<file path="src/rtl/clk_div_multi.sv">
// clk_div_multi: N-channel programmable clock divider producing registered
// divided clocks (clk_out), one-cycle ticks on each rising edge of clk_out,
// and busy flags for the ADC/DAC sampling and ANC filter-update domains.
//
// Each channel runs a phase counter. clk_out is high for div_act>>1 cycles
// and low for the remainder of the period, so odd ratios are low-biased.
// Ratio writes to a running channel are held in a shadow register and take
// effect only at a period boundary, so no period is ever truncated.
// Stopping a channel lets the current period finish before it goes idle.
//
// Optional build macro CLK_DIV_SYNC_EN adds the `sync` input. A sampled
// sync=1 restarts the period of every running or draining channel on that
// edge, which phase-aligns all channels.
module clk_div_multi #(
   parameter int N_CH        = 4,
   parameter int DIV_W       = 16,
   parameter int DIV_DEFAULT = 128,
   parameter int CH_W        = 2
) (
   input  logic              clk,
   input  logic              rst,
`ifdef CLK_DIV_SYNC_EN
   input  logic              sync,
`endif
   input  logic [N_CH-1:0]   en,
   input  logic              cfg_valid,
   output logic              cfg_ready,
   input  logic [CH_W-1:0]   cfg_ch,
   input  logic [DIV_W-1:0]  cfg_div,
   output logic [N_CH-1:0]   clk_out,
   output logic [N_CH-1:0]   tick,
   output logic [N_CH-1:0]   busy
);

   // Per-channel control state. DRAIN means "stop requested, finishing the
   // current period".
   typedef enum logic [1:0] {
      ST_IDLE  = 2'd0,
      ST_RUN   = 2'd1,
      ST_DRAIN = 2'd2
   } state_t;

   logic [N_CH-1:0]  pending_vec;
   logic [DIV_W-1:0] cfg_div_c;
   logic             sync_s;

`ifdef CLK_DIV_SYNC_EN
   assign sync_s = sync;
`else
   assign sync_s = 1'b0;
`endif

   // Ratios below 2 cannot produce a clock, so they are clamped to 2.
   assign cfg_div_c = (cfg_div < DIV_W'(2)) ? DIV_W'(2) : cfg_div;

   // A write is ready unless its target channel still holds an unapplied
   // ratio. Writes to non-existent channels are always accepted and dropped.
   always_comb begin
      cfg_ready = 1'b1;
      for (int i = 0; i < N_CH; i++) begin
         if (cfg_ch == CH_W'(i)) begin
            cfg_ready = ~pending_vec[i];
         end
      end
   end

   generate
      for (genvar gi = 0; gi < N_CH; gi++) begin : g_ch
         state_t           state_q, state_d;
         logic [DIV_W-1:0] phase_q, phase_d;
         logic [DIV_W-1:0] div_act_q, div_act_d;
         logic [DIV_W-1:0] shadow_q, shadow_d;
         logic             pending_q, pending_d;
         logic             clk_q, clk_d;
         logic             tick_q, tick_d;
         logic             busy_q, busy_d;

         logic [DIV_W-1:0] half;
         logic [DIV_W-1:0] phase_inc;
         logic             wrap;
         logic             wr_hit;

         assign half      = div_act_q >> 1;
         assign phase_inc = phase_q + 1'b1;
         assign wrap      = (phase_q == div_act_q - 1'b1);
         assign wr_hit    = cfg_valid & cfg_ready & (cfg_ch == CH_W'(gi));

         // Next-state logic: start, count, wrap/restart, drain-to-idle and
         // ratio updates (direct when idle, shadowed when running).
         always_comb begin
            state_d   = state_q;
            phase_d   = phase_q;
            div_act_d = div_act_q;
            shadow_d  = shadow_q;
            pending_d = pending_q;
            clk_d     = clk_q;
            tick_d    = 1'b0;
            busy_d    = busy_q;

            case (state_q)
               ST_IDLE: begin
                  phase_d = '0;
                  clk_d   = 1'b0;
                  busy_d  = 1'b0;
                  if (en[gi]) begin
                     // Start a fresh period with its high phase.
                     state_d = ST_RUN;
                     clk_d   = 1'b1;
                     tick_d  = 1'b1;
                     busy_d  = 1'b1;
                  end
                  if (wr_hit) begin
                     div_act_d = cfg_div_c;
                  end
               end

               ST_RUN, ST_DRAIN: begin
                  if (sync_s || wrap) begin
                     // Period boundary: a shadowed ratio becomes active for
                     // the period starting now.
                     phase_d = '0;
                     if (pending_q) begin
                        div_act_d = shadow_q;
                        pending_d = 1'b0;
                     end
                     if (en[gi] || sync_s) begin
                        state_d = en[gi] ? ST_RUN : ST_DRAIN;
                        clk_d   = 1'b1;
                        tick_d  = 1'b1;
                     end else begin
                        // Stop request seen at the end of a whole period:
                        // go idle without starting another high phase.
                        state_d = ST_IDLE;
                        clk_d   = 1'b0;
                        busy_d  = 1'b0;
                     end
                  end else begin
                     phase_d = phase_inc;
                     clk_d   = (phase_inc < half);
                     state_d = en[gi] ? ST_RUN : ST_DRAIN;
                  end
                  // Running channels only pick up new ratios at a boundary;
                  // a write on the boundary edge waits for the next one.
                  if (wr_hit) begin
                     shadow_d  = cfg_div_c;
                     pending_d = 1'b1;
                  end
               end

               default: begin
                  state_d = ST_IDLE;
                  phase_d = '0;
                  clk_d   = 1'b0;
                  busy_d  = 1'b0;
               end
            endcase
         end

         // Channel state register with asynchronous active-low reset.
         always_ff @(posedge clk or negedge rst) begin
            if (!rst) begin
               state_q   <= ST_IDLE;
               phase_q   <= '0;
               div_act_q <= DIV_W'(DIV_DEFAULT);
               shadow_q  <= '0;
               pending_q <= 1'b0;
               clk_q     <= 1'b0;
               tick_q    <= 1'b0;
               busy_q    <= 1'b0;
            end else begin
               state_q   <= state_d;
               phase_q   <= phase_d;
               div_act_q <= div_act_d;
               shadow_q  <= shadow_d;
               pending_q <= pending_d;
               clk_q     <= clk_d;
               tick_q    <= tick_d;
               busy_q    <= busy_d;
            end
         end

         assign clk_out[gi]     = clk_q;
         assign tick[gi]        = tick_q;
         assign busy[gi]        = busy_q;
         assign pending_vec[gi] = pending_q;
      end
   endgenerate

endmodule

</file>
<file path="config.mk">
export PLATFORM = sky130hd
export DESIGN_NAME = clk_div_multi
export DESIGN_NICKNAME = d
export VERILOG_FILES = /design/src/rtl/clk_div_multi.sv
export SDC_FILE = /design/constraint.sdc
export NUM_CORES = 1
export LEC_CHECK = 0
export ABC_AREA = 0
export CAP_MARGIN = 10
export CORE_UTILIZATION = 40
export DETAILED_ROUTE_END_ITERATION = 8
export PLACE_DENSITY = 0.57
export SLEW_MARGIN = 20
export SYNTH_ARGS = -nofsm -noshare
export SYNTH_HDL_FRONTEND = slang
export SYNTH_SLANG_ARGS = --single-unit
</file>
<file path="constraint.sdc">
create_clock -name clk -period 9.4 [get_ports clk]
set_input_delay 0.94 -clock clk [delete_from_list [all_inputs] [get_ports clk]]
set_output_delay 0.94 -clock clk [all_outputs]
set_load 0.005 [all_outputs]
</file>
## Word level (Yosys, flattened, before mapping)

Index checks and enable logic that the tools add are counted.

| word-level totals | value |
|---|---|
| input bits | 25 |
| output and inout port bits | 13 |
| word-level logic and storage cells | 211 |
| flip-flop bits (word level) | 216 |

| cells by class | value |
|---|---|
| add/subtract/negate cells | 8 |
| multiplexer cells | 89 |
| order comparisons | 5 |
| reduce and logical (&&, ||, !) cells | 33 |
| eq/ne operators | 35 |
| bitwise operators | 9 |

Operator list:

| operator | count |
|---|---|
| $mux W16 | 21 |
| $pmux W16 S2 | 4 |
| $add A16 B1 Y16 const B | 4 |
| $eq A16 B16 Y1 | 4 |
| $lt A16 B15 Y1 | 4 |
| $sub A16 B1 Y16 const B | 4 |
| $ne A2 B2 Y1 const B | 20 |
| $mux W1 | 36 |
| $mux W2 | 12 |
| $pmux W1 S2 | 12 |
| $reduce_and A2 Y1 | 12 |
| $lt A16 B2 Y1 const B | 1 |
| $pmux W2 S2 | 4 |
| $reduce_and A4 Y1 | 4 |
| $reduce_bool A2 Y1 | 8 |
| $eq A2 B2 Y1 const B | 6 |
| $eq A2 B1 Y1 const B | 5 |
| $logic_not A2 Y1 | 5 |
| $reduce_or A2 Y1 | 4 |
| $and A1 B1 Y1 | 5 |
| $not A1 Y1 | 4 |

## Longest topological paths before layout

Gate-level depths: netlist of run 1.

| depth | value |
|---|---|
| word-level depth | 9 |
| depth in mapped cells | 13 |
| depth with buffers taken out | 13 |

## Worst setup path after synthesis of run 1

No wires, ideal clock.

| timing path | value |
|---|---|
| kind | register -> register |
| from | reg g_ch[0].div_act_q[0] |
| to | reg g_ch[0].div_act_q[7] |
| stages on the path, launching flop included | 13 |
| required time | 9.325 ns |
| setup time | 0.075 ns |
| clock period less this slack | 3.352 ns |
| setup slack | 6.048 ns |
| buffers on the path | 2 |
| data arrival time | 3.277 ns |
| path through | dfrtp_1 > inv_1 > ha_1 > clkbuf_1 > or4b_2 > xnor2_1 > nor4_1 > o221ai_1 > nor4_1 > nand2_1 > o21ai_2 > buf_2 > mux2i_1 |

| on the way | value |
|---|---|
| cells in the longest elaborated chain, start to end | 4 |

Ends and longest elaborated chain:

| element | line | RTL |
|---|---|---|
| start, declared | 71 | `logic [DIV_W-1:0] div_act_q, div_act_d;` |
| start signal, assigned | 164 | `div_act_q <= DIV_W'(DIV_DEFAULT);` |
| start signal, assigned | 173 | `div_act_q <= div_act_d;` |
| $sub A16 B1 Y16 | 85 | `assign wrap = (phase_q == div_act_q - 1'b1);` |
| $eq A16 B16 Y1 | 85 |  |
| $ne A2 B2 Y1 (no line) | -- |  |
| $reduce_and A4 Y1 (no line) | -- |  |

No other way between the ends.
A chain may end at the register's enable or synchronous reset.

## Worst setup path in the final report of run 1

| timing path | value |
|---|---|
| from | reg g_ch[3].div_act_q[0] |
| to | reg g_ch[3].clk_q |

| on the way | value |
|---|---|
| cells in the longest elaborated chain, start to end | 4 |

Ends and longest elaborated chain:

| element | line | RTL |
|---|---|---|
| start, declared | 71 |  |
| start signal, assigned | 164 |  |
| start signal, assigned | 173 |  |
| $sub A16 B1 Y16 | 85 |  |
| $eq A16 B16 Y1 | 85 |  |
| $mux W1 | 118 | `if (sync_s \|\| wrap) begin` |
| $pmux W1 S2 | 100 | `case (state_q)` |
| named net g_ch[3].clk_d | 74 | `logic clk_q, clk_d;` |
| end signal, assigned | 176 | `clk_q <= clk_d;` |
| end, declared | 74 |  |

The timed path passes the listed nets, and every way through them passes these cells.

==> results of run 1 <==
## placed cells by master, fill, tap and decap left out, types with 9 or more instances in the layout
master	Yosys	routed
dfrtp_1	212	212
inv_1	103	103
xnor2_1	83	83
nand2_1	72	72
ha_1	72	72
nor2_1	64	64
nor2b_1	60	60
mux2_2	56	56
xor2_1	48	48
nor3_1	44	44
nand3_1	39	39
o22ai_1	37	37
clkdlybuf4s50_1	0	36
mux2i_1	35	35
o21ai_0	32	32
a21oi_1	31	31
clkbuf_16	0	27
nand4_1	26	26
or3_1	25	25
nor4_1	23	23
nor3b_1	21	21
o221a_1	15	15
and4b_1	14	14
and3_1	13	13
nand2b_1	13	13
a211oi_1	12	12
o211ai_1	12	12
and4_1	10	10
a31oi_1	10	10
a21o_1	9	9
clkbuf_1	64	9
## routing by layer
layer,vias to the layer above,GRT usage (%),wire [µm]
met1,5199,28.22,16570
li1,5029,-,-
met5,-,0,0
met3,63,2.096,1142
met2,224,30.01,15000
met4,0,5.316,896
## cell usage after synthesis, types with 26 or more instances
| cell | n |
|---|---|
| dfrtp_1 | 212 |
| inv_1 | 103 |
| xnor2_1 | 83 |
| ha_1 | 72 |
| nand2_1 | 72 |
| clkbuf_1 | 64 |
| nor2_1 | 64 |
| nor2b_1 | 60 |
| mux2_2 | 56 |
| xor2_1 | 48 |
| nor3_1 | 44 |
| nand3_1 | 39 |
| o22ai_1 | 37 |
| mux2i_1 | 35 |
| o21ai_0 | 32 |
| a21oi_1 | 31 |
| nand4_1 | 26 |
## power breakdown
part,internal [W],switching (W)
logic,0.000442,0.000639
clock network,0.000600,0.000396
registers,0.00107,0.000167
## stage by stage
stage          power (W)  hold WS (ns)  cell area, µm²  cells  worst slack, ns
3_5_place_dp    0.002333        0.4755           14290   1809            5.146
3_3_place_gp    0.002313        0.4655           14290   1809            5.219
6_report        0.003314        0.3741           15150   1858            5.166
2_1_floorplan   0.002040        0.4432           13770   1422            6.048
5_1_grt         0.003536        0.4187           15150   1858            4.856
4_1_cts         0.003344        0.3951           15130   1857            5.150
## sequential cells by signal (all words and copies together), names as in the netlist
signal / flops
g_ch.busy_q: 4
g_ch.div_act_q: 64
g_ch.state_q: 8
g_ch.shadow_q: 64
g_ch.tick_q: 4
g_ch.phase_q: 64
g_ch.pending_q: 4
g_ch.clk_q: 4
## cell families after synthesis
kind of cell               Yosys count  share of synthesized area [%]
muxes                               92                          7.285
xor gates and xnor gates           131                          8.330
buffers and inverters              204                          6.149
adders and majority gates           73                          6.613
DFF                                216                          39.28
and+or+nand+nor                    468                          19.47
AOI/OAI and AO/OA                  238                          12.88
## final timing paths
| path | depth (start not counted) | start | slack [ns] | to |
|---|---|---|---|---|
| worst max-delay path | 10 | g_ch[3].div_act_q[0] | 5.17 | g_ch[3].clk_q |
| worst min-delay path | 1 | rst | 0.37 | g_ch[0].phase_q[10] |
| worst max register to register | 10 | g_ch[3].div_act_q[0] | 5.17 | g_ch[3].clk_q |
| worst min register to register | 2 | g_ch[1].shadow_q[0] | 0.48 | g_ch[1].shadow_q[0] |
| max in group asynchronous | 2 | rst | 7.68 | g_ch[1].state_q[0] |
| min in group clk | 2 | g_ch[1].shadow_q[0] | 0.48 | g_ch[1].shadow_q[0] |
## layout make-up
class | count | area, µm²
clock buffers | 42 | 792.0
clock inverters | 6 | 55.05
fillers | 3243 | 18550
inverters | 103 | 386.6
multi-input cells | 1002 | 7530
flip-flops and latches | 216 | 5410
well taps | 448 | 560.5
repair buffers | 41 | 412.9
==> results.py, run 1 <==
metrics = {
    "run_status": {
        "outcome": "finished, final reports clean",
    },
    "timing": {
        "finalCriticalPeriod_ns": 4.234,
        "fin_tns_setup_ns": 0,
        "fmax_mhz": 236.2,
        "hold_viol": 0,
        "worst_pin_slew_ns": 1.080,
        "rsz0062_at_grt": "no",
        "skew_ns": 0.008032,
        "slew_viol_final": 0,
        "slew_headroom_pct": 27.35,
        "post-route-period-util_pct": 45.04,
        "setup-violations-final": 0,
    },
    "synthesis": {
        "seq_area_frac_synth_pct": 39.28,
        "synth_cells": 1422,
        "synthesis.area_um2": 13770,
        "ys.flop_type": "dfrtp_1",
        "ys_ff_latch": 216,
        "synthTopCellsByArea": "dfrtp_1 39%, ha_1 6.5%, xnor2_1 5.3%",
        "synth_edf_count": 0,
        "synth_nets": 1519,
        "synth_area_leader_cell": "dfrtp_1",
        "yosys_warnings": 0,
        "async_flop_share_pct": 100.0,
        "syn_area_per_cell_um2": 9.687,
        "synthDistinctLibCells": 86,
        "synth_top_area_share_pct": 38.51,
    },
    "detailed_routing": {
        "ant_nets": 0,
        "routed_via_density": 5.659,
        "drt-initial-drc-count": 687,
        "drc_errors": 0,
        "num_vias": 10520,
        "drtPass1Iterations": 5,
        "drt-total-wl_mm": 33.61,
        "wire_per_inst_um": 18.09,
    },
    "cts": {
        "ctsHoldBuffers": 0,
        "h-tree-depth": 1,
        "clockBufferDepth": 3,
        "cts_resized": 0,
        "root_buffer": "clkbuf_16",
        "cts_buffers": 26,
        "cts_tree": "done",
        "clock-sinks": 216,
        "cts.clk_slew.worst_paths_ns": 0.06,
        "clock_latency_ns": 0.53,
        "postCtsSetupRepairBufs": 0,
    },
    "setup_path": {
        "slowest_stage": "a21oi_2",
        "crit_type": "reg2reg",
        "worst_setup_path_end_kind": "flop",
        "critPathLaunchType": "flop",
        "path_buf_inv": 1,
        "max_stage_delay_ns": 0.73,
        "path_max_fanout": 19,
        "required_ns": 9.79,
        "crit_chain": "inv_1 > ha_1 > xor2_1 > or4b_1 > o311a_1 > a2111oi_0 > nand4_1 > a21oi_2 > nand2b_1 > o31ai_1",
        "arrival_ns": 4.62,
        "cp_top_family": "compound AO/OA/AOI/OAI gates",
    },
    "floorplanning": {
        "die-area_um2": 35180,
        "core-area_um2": 33700,
        "rows": 67,
        "boundaryPins": 38,
        "fp.dieH_um": 187.6,
        "die-width_um": 187.6,
        "start_util_pct": 40.87,
    },
    "placed_design": {
        "dp_hpwl_mm": 23.87,
        "io_buffers": 37,
        "gp_congestion": 0.8854,
    },
    "power_and_ir_drop": {
        "ir_drop_mv": 0.2285,
        "power_density_nw_per_um2": 218.8,
        "power_leakage_nw": 6.755,
    },
    "cells_and_area": {
        "diodes": 0,
        "post-route-util_pct": 44.95,
        "final_nets": 1487,
        "synthToLayoutAreaGrowth_pct": 9.964,
        "layout-drive-gt1-share_pct": 9.149,
    },
    "global_routing": {
        "grt_pass1_vias": 10290,
        "grt_max_degree": 78,
        "grt_overflow": 0,
        "grt_use_total_pct": 19.27,
        "grt_pass1_wl_mm": 56.04,
        "antenna_found_initial": 0,
    },
    "job": {
        "max_cap_violations": 0,
    },
    "min_path": {
        "hold_class": "in2async",
    },
}
(Power assumes the default switching activity.)
==> inputs of run 2 (changes only) <==
Clock period 9.4 ns to 4.39 ns, I/O delays scaled along.
==> results.py, run 2 (synthesis results as in run 1) <==
metrics = {
    "timing": {
        "skew_ns": 0.01825,
        "slew_headroom_pct": 37.59,
        "layout_setup_ws_ns": 0.8183,
        "setup-violations-final": 0,
        "fin_tns_setup_ns": 0,
        "post-route-period-util_pct": 81.36,
        "fmax_mhz": 280.0,
        "hold_viol": 0,
        "finalCriticalPeriod_ns": 3.572,
        "slew_viol_final": 0,
        "rsz0062_at_grt": "no",
        "worst_pin_slew_ns": 0.9275,
    },
    "setup_path": {
        "slowest_stage": "nor4b_2",
        "worst_path_most_repeated_cell": "mux2i_1",
        "crit_chain": "inv_1 > ha_1 > nor4b_2 > nand4_1 > mux2i_1 > a211oi_1 > nor4_1 > nand2_1 > o21ai_2 > buf_4 > mux2i_1",
        "worst-path-stages": 11,
        "critPathLaunchType": "flop",
        "reg2reg_setup_slack_ns": 0.82,
        "reg2reg_to": "g_ch[0].div_act_q[6]",
        "path_max_fanout": 16,
        "arrival_ns": 4.02,
        "cp_top_family": "simple AND/OR/NAND/NOR gates",
        "required_ns": 4.84,
        "reg2regPathDepth": 11,
        "path_buf_inv": 2,
        "worst_setup_path_end_kind": "flop",
        "crit_type": "reg2reg",
        "max_stage_delay_ns": 0.62,
        "timing.rr.start": "g_ch[0].div_act_q[0]",
    },
    "power_and_ir_drop": {
        "power_density_nw_per_um2": 460.0,
        "clkPwrFrac_pct": 28.0,
        "power_frac_comb_pct": 34.0,
        "switchingPower_w": 0.002583,
        "seqPwrFrac_pct": 38.0,
        "intPower_w": 0.004386,
        "power.share.switching_pct": 37.07,
        "ir_drop_mv": 0.4260,
        "power_leakage_nw": 6.768,
    },
    "global_routing": {
        "grt_use_total_pct": 19.30,
        "grt_max_degree": 106,
        "grt_overflow": 0,
        "grt_pass1_vias": 10370,
        "antenna_found_initial": 0,
        "grt_pass1_wl_mm": 55.94,
    },
    "cells_and_area": {
        "final_area_um2": 15150,
        "final_common_cell": "dfrtp_1",
        "fillCellCount": 3301,
        "final_nets": 1497,
        "diodes": 0,
        "synthToLayoutAreaGrowth_pct": 9.992,
        "reg.largest.list": "g_ch.div_act_q x64, g_ch.phase_q x64, g_ch.shadow_q x64",
        "layout-drive-gt1-share_pct": 9.655,
        "mostFrequentLayoutCells": "212 x dfrtp_1, 103 x inv_1, 83 x xnor2_1",
    },
    "detailed_routing": {
        "routed_via_density": 5.596,
        "drc_errors": 0,
        "num_vias": 10450,
        "wire_per_inst_um": 17.93,
        "drt-total-wl_mm": 33.48,
        "drtPass1Iterations": 5,
        "ant_nets": 0,
        "drt-initial-drc-count": 655,
    },
    "cts": {
        "clockBufferDepth": 3,
        "cts_buffers": 25,
        "clock-sinks": 216,
        "cts.clk_slew.worst_paths_ns": 0.06,
        "cts_tree": "done",
        "root_buffer": "clkbuf_16",
        "clock_latency_ns": 0.53,
        "h-tree-depth": 1,
        "postCtsSetupRepairBufs": 0,
    },
    "run_status": {
        "outcome": "finished, final reports clean",
    },
    "floorplanning": {
        "die-width_um": 187.6,
        "boundaryPins": 38,
        "fp.dieH_um": 187.6,
        "die-area_um2": 35180,
        "rows": 67,
        "start_util_pct": 40.87,
        "core-area_um2": 33700,
    },
    "min_path": {
        "hold_class": "reg2reg",
        "min_to": "g_ch[1].shadow_q[0]",
        "holdPathStages": 2,
        "hp-start": "g_ch[1].shadow_q[0]",
    },
    "placed_design": {
        "dp_hpwl_mm": 24.04,
        "gp_congestion": 0.8737,
        "postPlaceCellArea_um2": 14380,
        "io_buffers": 37,
        "place_ws_ns": 0.8321,
    },
    "job": {
        "max_cap_violations": 0,
    },
}
==> run 2: worst max-delay path by stage <==
stage	startpoint	to	slack, ns
after floorplan	g_ch[0].div_act_q[0]	g_ch[0].div_act_q[7]	1.04
after detailed placement	g_ch[0].div_act_q[0]	g_ch[0].div_act_q[6]	0.83
after global routing	g_ch[3].div_act_q[0]	g_ch[3].clk_q	0.54
after global placement	g_ch[2].div_act_q[4]	g_ch[2].div_act_q[1]	0.94
final	g_ch[0].div_act_q[0]	g_ch[0].div_act_q[6]	0.82
after CTS	g_ch[0].div_act_q[0]	g_ch[0].div_act_q[6]	0.81
==> run 2: what timing repair did <==
action / 4_1_cts / 5_1_grt
hold endpoints to repair: 9 / 0
resized for setup: 0 / 0
hold buffers: 1 / 0
==> run 2: routing by layer <==
layer  track usage [%]  vias to the layer above  wire (µm)
li1                  -                     5052          -
met1             27.86                     5161      16430
met2             30.44                      194      15030
met3             2.527                       41       1315
met4             4.909                        0        711
met5                 0                        -          0
==> run 2: area by class of cell <==
cell class                 instances  area, µm²  share of cell area [%]
clock inverter                     8      46.29                  0.3056
sequential                       216       5410                   35.71
timing repair buffer              52      503.0                   3.320
inverter                         103      386.6                   2.552
multi-input combinational       1002       7530                   49.70
clock buffer                      38      714.4                   4.715
tap                              448      560.5                   3.700
==> run 2: tightest hold or removal path: cells and delay by family, from the launching register on <==
family	cells	cell delay (ns)
and+or+nand+nor	1	0.04
AOI/OAI and AO/OA	1	0.06
DFF	1	0.33
==> run 2: power by group through the flow <==
stage / registers, W / logic [W] / clock network [W]
after floorplan: 0.00251 / 0.00186 / 0
after global placement: 0.00267 / 0.00234 / 0
after detailed placement: 0.00268 / 0.00238 / 0
after CTS: 0.00265 / 0.00239 / 0.00200
after global routing: 0.00270 / 0.00266 / 0.00208
final: 0.00265 / 0.00237 / 0.00195
==> run 2: through the flow <==
stage | util (%) | cells | hold WS [ns] | power, W
2_1_floorplan | - | 1422 | 0.1434 | 0.004367
3_3_place_gp | 42.67 | 1820 | 0.4602 | 0.005018
3_5_place_dp | 42.67 | 1820 | 0.4660 | 0.005057
4_1_cts | 44.96 | 1867 | 0.4791 | 0.007041
5_1_grt | 44.96 | 1867 | 0.5003 | 0.007436
6_report | 44.96 | 1867 | 0.4701 | 0.006969
==> inputs of run 3 (changes only) <==
Clock period 4.39 ns to 3.5 ns, I/O delays scaled along.
==> results.py, run 3 (synthesis results as in run 1) <==
metrics = {
    "timing": {
        "skew_ns": 0.02091,
        "worst_pin_slew_ns": 0.8048,
        "fmax_mhz": 301.2,
        "post-route-period-util_pct": 94.86,
        "rsz0062_at_grt": "no",
        "slew_headroom_pct": 46.22,
        "slew_viol_final": 0,
        "setup-violations-final": 0,
        "hold_viol": 0,
        "fin_tns_setup_ns": 0,
        "finalCriticalPeriod_ns": 3.320,
    },
    "detailed_routing": {
        "drtPass1Iterations": 5,
        "routed_via_density": 5.496,
        "drt-met1-wl_mm": 16.48,
        "topRoutingLayerUsed": "met4",
        "drc_errors": 0,
        "wire_per_inst_um": 17.78,
        "num_vias": 10440,
        "drt-initial-drc-count": 685,
        "dr_wl_met2_mm": 15.49,
        "ant_nets": 0,
        "drt-total-wl_mm": 33.78,
        "route.met3.wl_mm": 1.114,
    },
    "setup_path": {
        "path_max_fanout": 16,
        "reg2regPathDepth": 11,
        "crit_type": "reg2reg",
        "timing.rr.start": "g_ch[0].div_act_q[0]",
        "required_ns": 3.97,
        "critPathLaunchType": "flop",
        "cp-startpoint": "g_ch[0].div_act_q[0]",
        "arrival_ns": 3.79,
        "worst_setup_path_end_kind": "flop",
    },
    "cells_and_area": {
        "diodes": 0,
        "mostFrequentLayoutCells": "211 x dfrtp_1, 103 x inv_1, 83 x xnor2_1",
        "layout-drive-gt1-share_pct": 12.33,
        "final_area_um2": 15590,
        "reg.largest.list": "g_ch.div_act_q x64, g_ch.phase_q x64, g_ch.shadow_q x64",
        "final_nets": 1530,
        "synthToLayoutAreaGrowth_pct": 13.15,
        "fin_cells": 1900,
        "final_common_cell": "dfrtp_1",
    },
    "floorplanning": {
        "core-area_um2": 33700,
        "rows": 67,
        "die-width_um": 187.6,
        "boundaryPins": 38,
        "die-area_um2": 35180,
        "start_util_pct": 40.87,
        "fp.dieH_um": 187.6,
    },
    "placed_design": {
        "gp_congestion": 0.8903,
        "dpl.cell_count": 1853,
        "postPlaceCellArea_um2": 14680,
        "dp_hpwl_mm": 24.34,
        "io_buffers": 37,
    },
    "global_routing": {
        "grt_max_degree": 78,
        "grt_use_total_pct": 19.61,
        "antenna_found_initial": 0,
        "grt_pass1_wl_mm": 56.41,
        "grt_overflow": 0,
        "grt_pass1_vias": 10420,
    },
    "cts": {
        "postCtsSetupRepairBufs": 0,
        "cts.clk_slew.worst_paths_ns": 0.06,
        "root_buffer": "clkbuf_16",
        "h-tree-depth": 1,
        "cts_tree": "done",
        "clockBufferDepth": 3,
        "clock-sinks": 216,
        "clock_latency_ns": 0.55,
        "cts_buffers": 25,
    },
    "run_status": {
        "outcome": "finished, final reports clean",
    },
    "power_and_ir_drop": {
        "ir_drop_mv": 0.6258,
        "power_leakage_nw": 7.011,
        "power_w": 0.009176,
        "power_density_nw_per_um2": 588.7,
    },
    "min_path": {
        "hold_class": "in2async",
    },
    "job": {
        "max_cap_violations": 0,
    },
}
run 3: worst max-delay path: stages, from the launching register on:
cell and delay (ns):
dfrtp_1 0.44, inv_1 0.10, ha_2 0.30, or4b_2 0.70
nor4_1 0.31, nor3_1 0.07, nor4_1 0.41, buf_4 0.19
nand2_1 0.09, o21ai_2 0.21, buf_12 0.19, mux2i_1 0.20
run 3: power by group:
part / internal, W / leakage (nW) / switching, W
clock: 0.00174 / 0.443 / 0.00109
combinational: 0.00128 / 3.84 / 0.00176
sequential: 0.00287 / 2.72 / 0.000426
total: 0.00590 / 7.01 / 0.00328
run 3: path summary, 6_finish.rpt:
check | slack, ns | to
setup / recovery | 0.18 | g_ch[0].div_act_q[11]
hold / removal | 0.36 | g_ch[0].phase_q[11]
setup reg to reg | 0.18 | g_ch[0].div_act_q[11]
hold reg to reg | 0.48 | g_ch[1].shadow_q[0]
max in group asynchronous | 2.29 | g_ch[2].div_act_q[0]
min in group clk | 0.45 | g_ch[0].state_q[1]
run 3: layer usage:
metal,GRT usage [%],vias to the layer above
met5,0,-
met4,4.440,0
met3,2.508,44
met2,31.37,176
met1,28.15,5104
li1,-,5118
run 3: area by class of cell:
type                       count  area (µm²)
multi-input combinational   1002        7541
tap                          448       560.5
sequential                   216        5411
clock inverter                16       211.5
timing repair buffer          85       800.8
inverter                     103       386.6
clock buffer                  30       674.4
fill                        3257       18110
run 3: timing repair:
| item | CTS | global route |
|---|---|---|
| resized for setup | 0 | 3 |
| endpoints found under the hold margin | 72 | 0 |
| hold buffers | 1 | 0 |
| endpoints found under the setup margin | 0 | 30 |
run 3: stage by stage:
step	hold WS, ns	worst slack, ns	utilization [%]
finish	0.3556	0.1797	46.25
detailed placement	0.3641	0.09473	43.55
global route	0.3959	0.04291	46.25
floorplan	0.05441	0.1484	-
global placement	0.3617	0.2104	43.55
CTS	0.3646	0.05548	46.21
